## src/rtl/mem_arbiter.sv

```systemverilog
// mem_arbiter: shares one single-outstanding memory bus between an
// instruction-fetch port and a data port. The data port wins ties, but a
// saturating streak counter forces a fetch grant once the data port has
// been granted MAX_STREAK times in a row while a fetch was waiting.
module mem_arbiter #(
  parameter int MAX_STREAK = 4
) (
  input  logic        clk,
  input  logic        rst,
  // instruction-fetch port
  input  logic        if_req,
  input  logic [31:0] if_addr,
  output logic [31:0] if_rdata,
  output logic        if_ready,
  output logic        if_stall,
  // data port
  input  logic        mem_req,
  input  logic        mem_we,
  input  logic [31:0] mem_addr,
  input  logic [31:0] mem_wdata,
  output logic [31:0] mem_rdata,
  output logic        mem_ready,
  output logic        mem_stall,
  // shared memory bus
  output logic        bus_req,
  output logic        bus_we,
  output logic [31:0] bus_addr,
  output logic [31:0] bus_wdata,
  input  logic [31:0] bus_rdata,
  input  logic        bus_ack
);

  // Streak counter must be able to hold 0..MAX_STREAK inclusive.
  localparam int SW = (MAX_STREAK < 1) ? 1 : $clog2(MAX_STREAK + 1);
  localparam logic [SW-1:0] STREAK_MAX = SW'(MAX_STREAK);

  typedef enum logic [2:0] {
    IDLE,
    BUS_IF,
    BUS_MEM,
    DONE_IF,
    DONE_MEM
  } state_t;

  state_t        state_q, state_d;
  logic [SW-1:0] streak_q, streak_d;
  logic          bus_we_q, bus_we_d;
  logic [31:0]   bus_addr_q, bus_addr_d;
  logic [31:0]   bus_wdata_q, bus_wdata_d;
  logic [31:0]   if_rdata_q, if_rdata_d;
  logic [31:0]   mem_rdata_q, mem_rdata_d;

  logic          grant_if;
  logic          grant_mem;

  // Arbitration: data port first, unless the fetch has been starved long enough.
  always_comb begin
    grant_mem = mem_req && !(if_req && (streak_q == STREAK_MAX));
    grant_if  = if_req && !grant_mem;
  end

  // Next-state, streak bookkeeping and bus/readback register updates.
  always_comb begin
    state_d     = state_q;
    streak_d    = streak_q;
    bus_we_d    = bus_we_q;
    bus_addr_d  = bus_addr_q;
    bus_wdata_d = bus_wdata_q;
    if_rdata_d  = if_rdata_q;
    mem_rdata_d = mem_rdata_q;

    unique case (state_q)
      IDLE: begin
        if (grant_mem) begin
          state_d     = BUS_MEM;
          bus_we_d    = mem_we;
          bus_addr_d  = mem_addr;
          bus_wdata_d = mem_wdata;
          // Only grants that make a fetch wait count toward the streak.
          if (if_req && (streak_q != STREAK_MAX)) begin
            streak_d = streak_q + SW'(1);
          end
        end else if (grant_if) begin
          state_d    = BUS_IF;
          bus_we_d   = 1'b0;
          bus_addr_d = if_addr;
          streak_d   = '0;
        end
      end

      BUS_IF: begin
        // Bus fields stay frozen until the memory acknowledges.
        if (bus_ack) begin
          state_d    = DONE_IF;
          if_rdata_d = bus_rdata;
        end
      end

      BUS_MEM: begin
        if (bus_ack) begin
          state_d = DONE_MEM;
          // Stores leave the load-data register untouched.
          if (!bus_we_q) begin
            mem_rdata_d = bus_rdata;
          end
        end
      end

      // Completion cycles never look at requests, so a request still held
      // during its own ready pulse is only re-arbitrated from IDLE.
      DONE_IF:  state_d = IDLE;
      DONE_MEM: state_d = IDLE;

      default:  state_d = IDLE;
    endcase
  end

  // State and datapath registers; reset abandons any transfer in flight.
  always_ff @(posedge clk) begin
    if (rst) begin
      state_q     <= IDLE;
      streak_q    <= '0;
      bus_we_q    <= 1'b0;
      bus_addr_q  <= '0;
      bus_wdata_q <= '0;
      if_rdata_q  <= '0;
      mem_rdata_q <= '0;
    end else begin
      state_q     <= state_d;
      streak_q    <= streak_d;
      bus_we_q    <= bus_we_d;
      bus_addr_q  <= bus_addr_d;
      bus_wdata_q <= bus_wdata_d;
      if_rdata_q  <= if_rdata_d;
      mem_rdata_q <= mem_rdata_d;
    end
  end

  // Outputs decoded from the registered state, plus combinational stalls.
  always_comb begin
    bus_req   = (state_q == BUS_IF) || (state_q == BUS_MEM);
    bus_we    = bus_we_q;
    bus_addr  = bus_addr_q;
    bus_wdata = bus_wdata_q;
    if_ready  = (state_q == DONE_IF);
    mem_ready = (state_q == DONE_MEM);
    if_rdata  = if_rdata_q;
    mem_rdata = mem_rdata_q;
    if_stall  = if_req && !if_ready;
    mem_stall = mem_req && !mem_ready;
  end

endmodule

```

## config.mk

```make
export PLATFORM = sky130hd
export DESIGN_NAME = mem_arbiter
export DESIGN_NICKNAME = d
export VERILOG_FILES = /design/src/rtl/mem_arbiter.sv
export SDC_FILE = /design/constraint.sdc
export NUM_CORES = 1
export LEC_CHECK = 0
export ABC_AREA = 1
export CORE_UTILIZATION = 35
export DETAILED_ROUTE_END_ITERATION = 10
export GPL_ROUTABILITY_DRIVEN = 0
export HOLD_SLACK_MARGIN = 0.03
export MAX_ROUTING_LAYER = met4
export PLACE_DENSITY = 0.71
export RECOVER_POWER = 50
export SLEW_MARGIN = 10
export SYNTH_ARGS = -nofsm -noshare
export SYNTH_HDL_FRONTEND = slang
export SYNTH_SLANG_ARGS = --single-unit
export TNS_END_PERCENT = 1
```

## constraint.sdc

```tcl
create_clock -name clk -period 1.73 [get_ports clk]
set_input_delay 0.346 -clock clk [delete_from_list [all_inputs] [get_ports clk]]
set_output_delay 0.346 -clock clk [all_outputs]
set_load 0.01 [all_outputs]
```

Word-level counts from Yosys, hierarchy flattened:

Cells that the tools add are included.

* flip-flop bits (word level): 135
* logic and storage cells: 50
* output and inout port bits: 134

* add/sub/neg operators: 1
* reduce and logical (&&, ||, !) cells: 19
* mux-type cells: 12
* eq/ne operators: 10
* bitwise operators: 1

Operator list (number)
* $mux 32: 2
* $mux 3: 7
* $pmux 3 s3: 1
* $reduce_and 3->1: 3
* $eq 3x2->1 const B: 2
* $eq 3x3->1 const B: 2
* $logic_and 1x1->1: 6
* $ne 3x3->1 const B: 2
* $reduce_and 2->1: 3
* $logic_not 1->1: 4
* $ne 2x2->1 const B: 2
* $add 3x1->3 const B: 1
* $eq 3x1->1 const B: 1
* $logic_not 3->1: 1
* $mux 1: 2
* $ne 2x1->1 const B: 1
* $reduce_bool 2->1: 1
* $logic_or 1x1->1: 1
* $not 1->1: 1

Depth between registers and ports, before layout:

Gate-level depths: netlist (run 1).

* word-level depth: 9
* gate-level depth with buffers: 10

Worst setup path after synthesis (run 1):

No wires, ideal clock.

* kind: flip-flop to flip-flop
* start: register streak_q[0]
* end: register bus_addr_q[13], in the netlist bus_addr[13]
* path slack: 0.360 ns
* buffers on the path: 1
* period minus slack after synthesis: 1.370 ns
* cell stages (with the launch flop): 11
* library setup time: 0.056 ns
* arrival time: 1.314 ns
* path through: dfxtp_1 > inv_1 > ha_1 > nand3_1 > nand2_2 > inv_2 > clkbuf_1 > nand2_1 > nand3_1 > nand2_1 > inv_1

* word-level cells in the longest chain between the ends: 8
* elaborated cells between the ends (all ways): 9

RTL lines
* from (decl): line 46 `logic [SW-1:0] streak_q, streak_d;`
* from (signal assigned): line 130 `streak_q <= streak_d;`
* $eq 3x3->1 *: line 58 `grant_mem = mem_req && !(if_req && (streak_q == STREAK_MAX));`
* $logic_and 1x1->1 *: line 58
* $logic_not 1->1 *: line 58
* $logic_and 1x1->1 *: line 58
* $logic_not 1->1: line 59 `grant_if = if_req && !grant_mem;`
* $logic_and 1x1->1: line 59
* $reduce_bool 2->1 (no source line)
* $reduce_and 2->1 (no source line)
* to (signal assigned): line 132 `bus_addr_q <= bus_addr_d;`
* to (decl): line 48 `logic [31:0] bus_addr_q, bus_addr_d;`

Mark *: on every way between the ends. The rest lies on a longest branch, timed or not.
A chain may end at the register's enable or synchronous reset.

Worst setup path in the final report (run 1):

* start: register bus_addr_q[0], in the netlist bus_addr[0]
* end: output port bus_addr[0]

RTL lines
* to (decl): line 27 `output logic [31:0] bus_addr,`

No word-level cell between the ends.

==> results of run 1 <==
-- repair_timing --
item / in CTS / in global routing
setup endpoints to repair: 5 / 6
resized for setup: 22 / 6
gates cloned: 0 / 0
hold buffers: 0 / 0
pin swaps: 1 / 1
buffers inserted: 1 / 0
-- per-layer routing --
layer,vias to the layer above,global-route usage,part of all wire
met5,-,-,0
met4,0,0.0819,0.015
met3,15,0.0582,0.070
met2,195,0.331,0.47
met1,2461,0.253,0.45
li1,2887,-,-
-- final cells by class --
cell class                      count  area [µm²]  area share
Clock buffer                       17         425      0.0468
Clock inverter                     15         178      0.0195
Inverter                           76         285      0.0314
Multi-Input combinational cell    464        2250       0.247
Sequential cell                   135        2710       0.298
Tap cell                          188         235      0.0259
Timing Repair Buffer              298        3010       0.331
-- power by group --
part           switching, mW  total [mW]  leakage, nW  internal, mW
sequential             0.451        4.45         1.11          4.00
clock                   1.39        3.67        0.293          2.27
combinational           2.57        5.23         2.29          2.66
total                   4.42        13.3         3.69          8.93
-- state kept, by name, indices dropped and copies added, names as in the netlist --
register,flops
streak_q,3
bus_we,1
mem_rdata,32
bus_wdata,32
bus_addr,32
state_q,3
if_rdata,32
-- cell usage after synthesis (19+ instances only) --
library cell	count
a21oi_1	67
buf_2	23
clkbuf_1	19
dfxtp_1	135
inv_1	68
nand2_1	141
nand3_1	67
nor2_1	42
nor3_1	35
o21a_1	32
o21ai_0	68
-- worst min path at each step --
stage                 start            to  cells after the start
2_1_floorplan   streak_q[0]   streak_q[0]                      2
3_3_place_gp    if_rdata[9]   if_rdata[9]                      2
3_5_place_dp   if_rdata[26]  if_rdata[26]                      2
4_1_cts        if_rdata[26]  if_rdata[26]                      2
5_1_grt         if_rdata[2]   if_rdata[2]                      2
6_report       if_rdata[26]  if_rdata[26]                      2
-- stage by stage --
| stage | setup WS (ns) | util |
|---|---|---|
| final | 0.0549 | 0.598 |
| after global routing | -0.00176 | 0.598 |
| after CTS | -0.0112 | 0.603 |
| after detailed placement | -0.208 | 0.561 |
| after global placement | -0.204 | 0.561 |
| after floorplan | 0.360 | - |
-- kinds of logic (layout without fill, tap and decap cells) --
| family | after synthesis | after routing | share of synthesized area |
|---|---|---|---|
| adders and majority gates | 2 | 2 | 0.00457 |
| DFF | 135 | 135 | 0.494 |
| and+or+nand+nor | 292 | 292 | 0.232 |
| xor gates and xnor gates | 1 | 1 | 0.00160 |
| buffers and inverters | 128 | 406 | 0.0984 |
| AOI/OAI and AO/OA | 169 | 169 | 0.170 |
==> metrics.cfg, run 1 <==
[grt]
grt-ovfl-total = 0
grt_pass1_vias = 5197
track_usage = 0.209
antenna_found_initial = 0
grt_max_degree = 65
grt_pass1_wl_um = 26000

[die]
start_util = 0.360
dieHeight_um = 127
core_area_mm2 = 0.0152
die_w_um = 127
die-area_mm2 = 0.0161
io_pins = 268
num_rows = 45

[sta]
worst_hold_slack_ns = 0.438
finalSetupTns_ns = 0
drv_slew = 0
min_period_over_period = 0.968
finalSetupViolCount = 0
fin_crit_ns = 1.68
rsz0062_at_grt = true
max-slew-margin-rel = 0.592
fmax_mhz = 597
worstMarginPinSlew_ns = 0.611
hold_viol_final = 0
fin_skew_ns = 0.00573

[route]
wl_per_cell_um = 13.5
postRouteAntennaNets = 0
routed_wl_um = 16200
drtIter0Drc = 305
dr.pass1.iters = 4
vias_per_cell = 4.66
drcViolationCount = 0
vias = 5558

[clock_network]
clock-sinks = 135
cts_buffers = 17
h-tree-depth = 4
clk_pin_slew_ns = 0.06
cts-root-buf = clkbuf_16
clk_latency_ns = 0.41
tritoncts = done
clock_path_buffers = 2

[placed_design]
place_area_mm2 = 0.00852
place_inst = 1160
port_buffers = 267
post-dp-hpwl_um = 11300

[layout]
final_cell_mix = 260 x clkdlybuf4s50_1, 142 x nand2_1, 132 x dfxtp_1, 70 x inv_1, 69 x o21ai_0
layout_commonest_cell = clkdlybuf4s50_1
fin_cells = 1193
n_antenna_cell = 0
nFillCells = 1375
drive_gt1_frac = 0.0816
final_net_count = 1128
area_growth_pct = 66.2
design_area_mm2 = 0.00909

[yosys]
syn_inst = 727
synth_enable_flop_cells = 0
ys_seq_area_frac = 0.494
yosysWarnings = 0
syn_area_mm2 = 0.00547
yosysUniqueCellTypes = 25
synthTopCellsByArea = dfxtp_1 49%, nand2_1 9.7%, o21ai_0 6.2%
synth_top_area_frac = 0.494
syn-num-nets = 863
synth.largest_area_cell = dfxtp_1
synth-seq-cells = 135
postSynthAreaPerCell_um2 = 7.52
synthFlopType = dfxtp_1
async_reset_ff_frac = 0

[critical_path]
critPathCapture = bus_addr[0]
critPathTopFamily = buffers and inverters
critPathArrivalTime_ns = 1.33
r2r-start = streak_q[0]
r2r_end = bus_addr[30]
path_class = register to output pin
required_ns = 1.38
crit_start = bus_addr[0]
cp_slowest_cell = clkdlybuf4s50_1
rrSetupSlack_ns = 0.17
end_kind = output pin
cp_max_fo = 2
cp_num_cells = 1
cp_num_buf_inv = 1
crit_chain = clkdlybuf4s50_1
rr_worst_depth = 10
critPathMaxStageDelay_ns = 0.56
worst_setup_path_start_kind = register

[worst_hold_path]
hp-class = register to register

[run]
drv_cap = 0

[pwr]
power_leakage_nw = 3.69
ir_drop_mv = 0.686
p_per_area_mw_per_mm2 = 1470
power_mw = 13.3

[outcome]
status = finished, final reports clean

Power figures use the tool's default switching activity.
==> run 2, diff against run 1 <==
==> constraint.sdc (replaced) <==
create_clock -name clk -period 1.73 [get_ports clk]
set_input_delay 0.346 -clock clk [delete_from_list [all_inputs] [get_ports clk]]
set_output_delay 0.346 -clock clk [all_outputs]
set_load 0.02 [all_outputs]
==> run 2 against run 1 <==
Net effect: sequential share of layout area up 1.6 points; register-to-register slack got worse by 0.04 ns; routed wire length rose by 1.7%; clock skew increased by 0.00073 ns; sequential cell count did not move; global-route usage is 0.19 points lower; first-iteration DRC count decreased by 8.9%; clock power rose by 7.9%.
==> metrics.cfg, run 2 (synthesized netlist as in run 1, its figures left out) <==
[route]
dr.pass1.iters = 4  ; unchanged
drtIter0Drc = 278  ; -8.9%
vias = 5575  ; +0.31%
wl_per_cell_um = 13.8  ; +1.6%
postRouteAntennaNets = 0  ; unchanged
routed_wl_um = 16400  ; +1.7%
drcViolationCount = 0  ; unchanged
vias_per_cell = 4.67  ; +0.22%

[pwr]
power_mw = 13.5  ; +1.2%
p_per_area_mw_per_mm2 = 1570  ; +6.8%
power_leakage_nw = 3.80  ; +2.8%
ir_drop_mv = 0.697  ; +1.7%

[placed_design]
port_buffers = 267  ; unchanged
post-dp-hpwl_um = 11500  ; +2.0%
place_ws_ns = -0.325  ; -0.116 ns
place_inst = 1161  ; +0.086%

[sta]
hold_viol_final = 0  ; unchanged
rsz0062_at_grt = true
fin_crit_ns = 1.69  ; +0.0192 ns
setup_ws_ns = 0.0358  ; -0.0192 ns
fin_skew_ns = 0.00646  ; +0.000731 ns
drv_slew = 0  ; unchanged
worstMarginPinSlew_ns = 0.773  ; +0.162 ns
max-slew-margin-rel = 0.484  ; -0.108
min_period_over_period = 0.979  ; +0.0111
fmax_mhz = 590  ; -1.1%
finalSetupViolCount = 0  ; unchanged

[clock_network]
tritoncts = done
clock-sinks = 135  ; unchanged
postCtsSetupRepairBufs = 0  ; -1
hold_buffers = 0  ; unchanged
h-tree-depth = 4  ; unchanged
clock_path_buffers = 2  ; unchanged
clk_latency_ns = 0.41  ; about the same
cts-root-buf = clkbuf_16
clk_pin_slew_ns = 0.06  ; about the same
cts_buffers = 17  ; unchanged

[worst_hold_path]
hp-class = register to register

[layout]
layout_commonest_cell = clkdlybuf4s50_1
final_net_count = 1129  ; +0.089%
final_cell_mix = 150 x clkdlybuf4s50_1, 141 x nand2_1, 133 x dfxtp_1, 75 x clkbuf_1
area_growth_pct = 57.5
drive_gt1_frac = 0.0855  ; +0.00390
fin_cells = 1194  ; +0.084%
n_antenna_cell = 0  ; unchanged

[critical_path]
cp_num_buf_inv = 1  ; unchanged
worst_setup_path_start_kind = register
critPathArrivalTime_ns = 1.35  ; +0.02 ns
end_kind = output pin
critPathMaxStageDelay_ns = 0.62  ; +0.06 ns
path_class = register to output pin
crit_chain = clkdlybuf4s50_1
required_ns = 1.38  ; about the same
cp_max_fo = 2  ; unchanged
cp_slowest_cell = clkdlybuf4s50_1
critPathTopFamily = buffers and inverters

[grt]
grt_pass1_wl_um = 25600  ; -1.5%
grt-ovfl-total = 0  ; unchanged
grt_pass1_vias = 5083  ; -2.2%
antenna_found_initial = 0  ; unchanged
track_usage = 0.207  ; -0.00192
grt_max_degree = 65  ; unchanged

[die]
io_pins = 268  ; unchanged
dieHeight_um = 127  ; unchanged
die-area_mm2 = 0.0161  ; unchanged
start_util = 0.360  ; unchanged
core_area_mm2 = 0.0152  ; unchanged
die_w_um = 127  ; unchanged
num_rows = 45  ; unchanged

[run]
drv_cap = 0  ; unchanged

[outcome]
status = finished, final reports clean

## run 2: changes by cell type in the layout (fill, tap and decap cells not counted), sizes merged, moves of 2 or more
cell	previous run	this run
bufinv	3	5
dlymetal6s2s	0	10
clkinv	8	6
clkbuf	22	95
dlygate4sd2	0	26
clkdlybuf4s50	260	150
## run 2: power by group
group	internal, mW	switching (mW)
Clock	2.56	1.39
Sequential	4.00	0.424
Combinational	1.89	3.24
## run 2: worst paths after layout
path	from	endpoint	slack [ns]	cells past startpoint
setup reg to reg	streak_q[0]	bus_wdata[21]	0.13	7
setup / recovery	mem_rdata[0]	mem_rdata[0]	0.04	1
hold reg to reg	if_rdata[26]	if_rdata[26]	0.44	2
hold / removal	if_rdata[26]	if_rdata[26]	0.44	2
## run 2: tightest hold or removal path, delay by kind of cell (launching register included)
kind	cells	cell delay, ns
flops	1	0.31
compound gates	1	0.05
buf+inv	1	0.04
## run 2: layer usage
metal	vias up	wire [µm]	GRT usage
li1	2890	-	-
met1	2448	7120	0.245
met2	209	7610	0.325
met3	28	1310	0.0695
met4	0	398	0.0833
met5	-	0	-
## run 2: stage by stage
stage                     hold WS [ns]  setup TNS (ns)  instance area [µm²]  utilization
after floorplan                  0.458               0                 5470            -
after global placement           0.430          -14.85                 8470        0.557
after detailed placement         0.435          -17.02                 8470        0.557
after CTS                        0.444         -0.0473                 9090        0.598
after global routing             0.457         -0.0533                 8610        0.567
final                            0.441               0                 8610        0.567
## run 2: final cells by class
cell class	count	area, µm²
Fill cell	1525	6590
Clock buffer	17	425
Tap cell	188	235
Multi-Input combinational cell	465	2240
Clock inverter	15	226
Inverter	76	285
Sequential cell	135	2710
Timing Repair Buffer	298	2490
## run 2: repair_timing
| item | in CTS | in global routing |
|---|---|---|
| gates cloned | 0 | 1 |
| resized for setup | 47 | 88 |
| pin swaps | 0 | 1 |
| setup endpoints to repair | 35 | 121 |
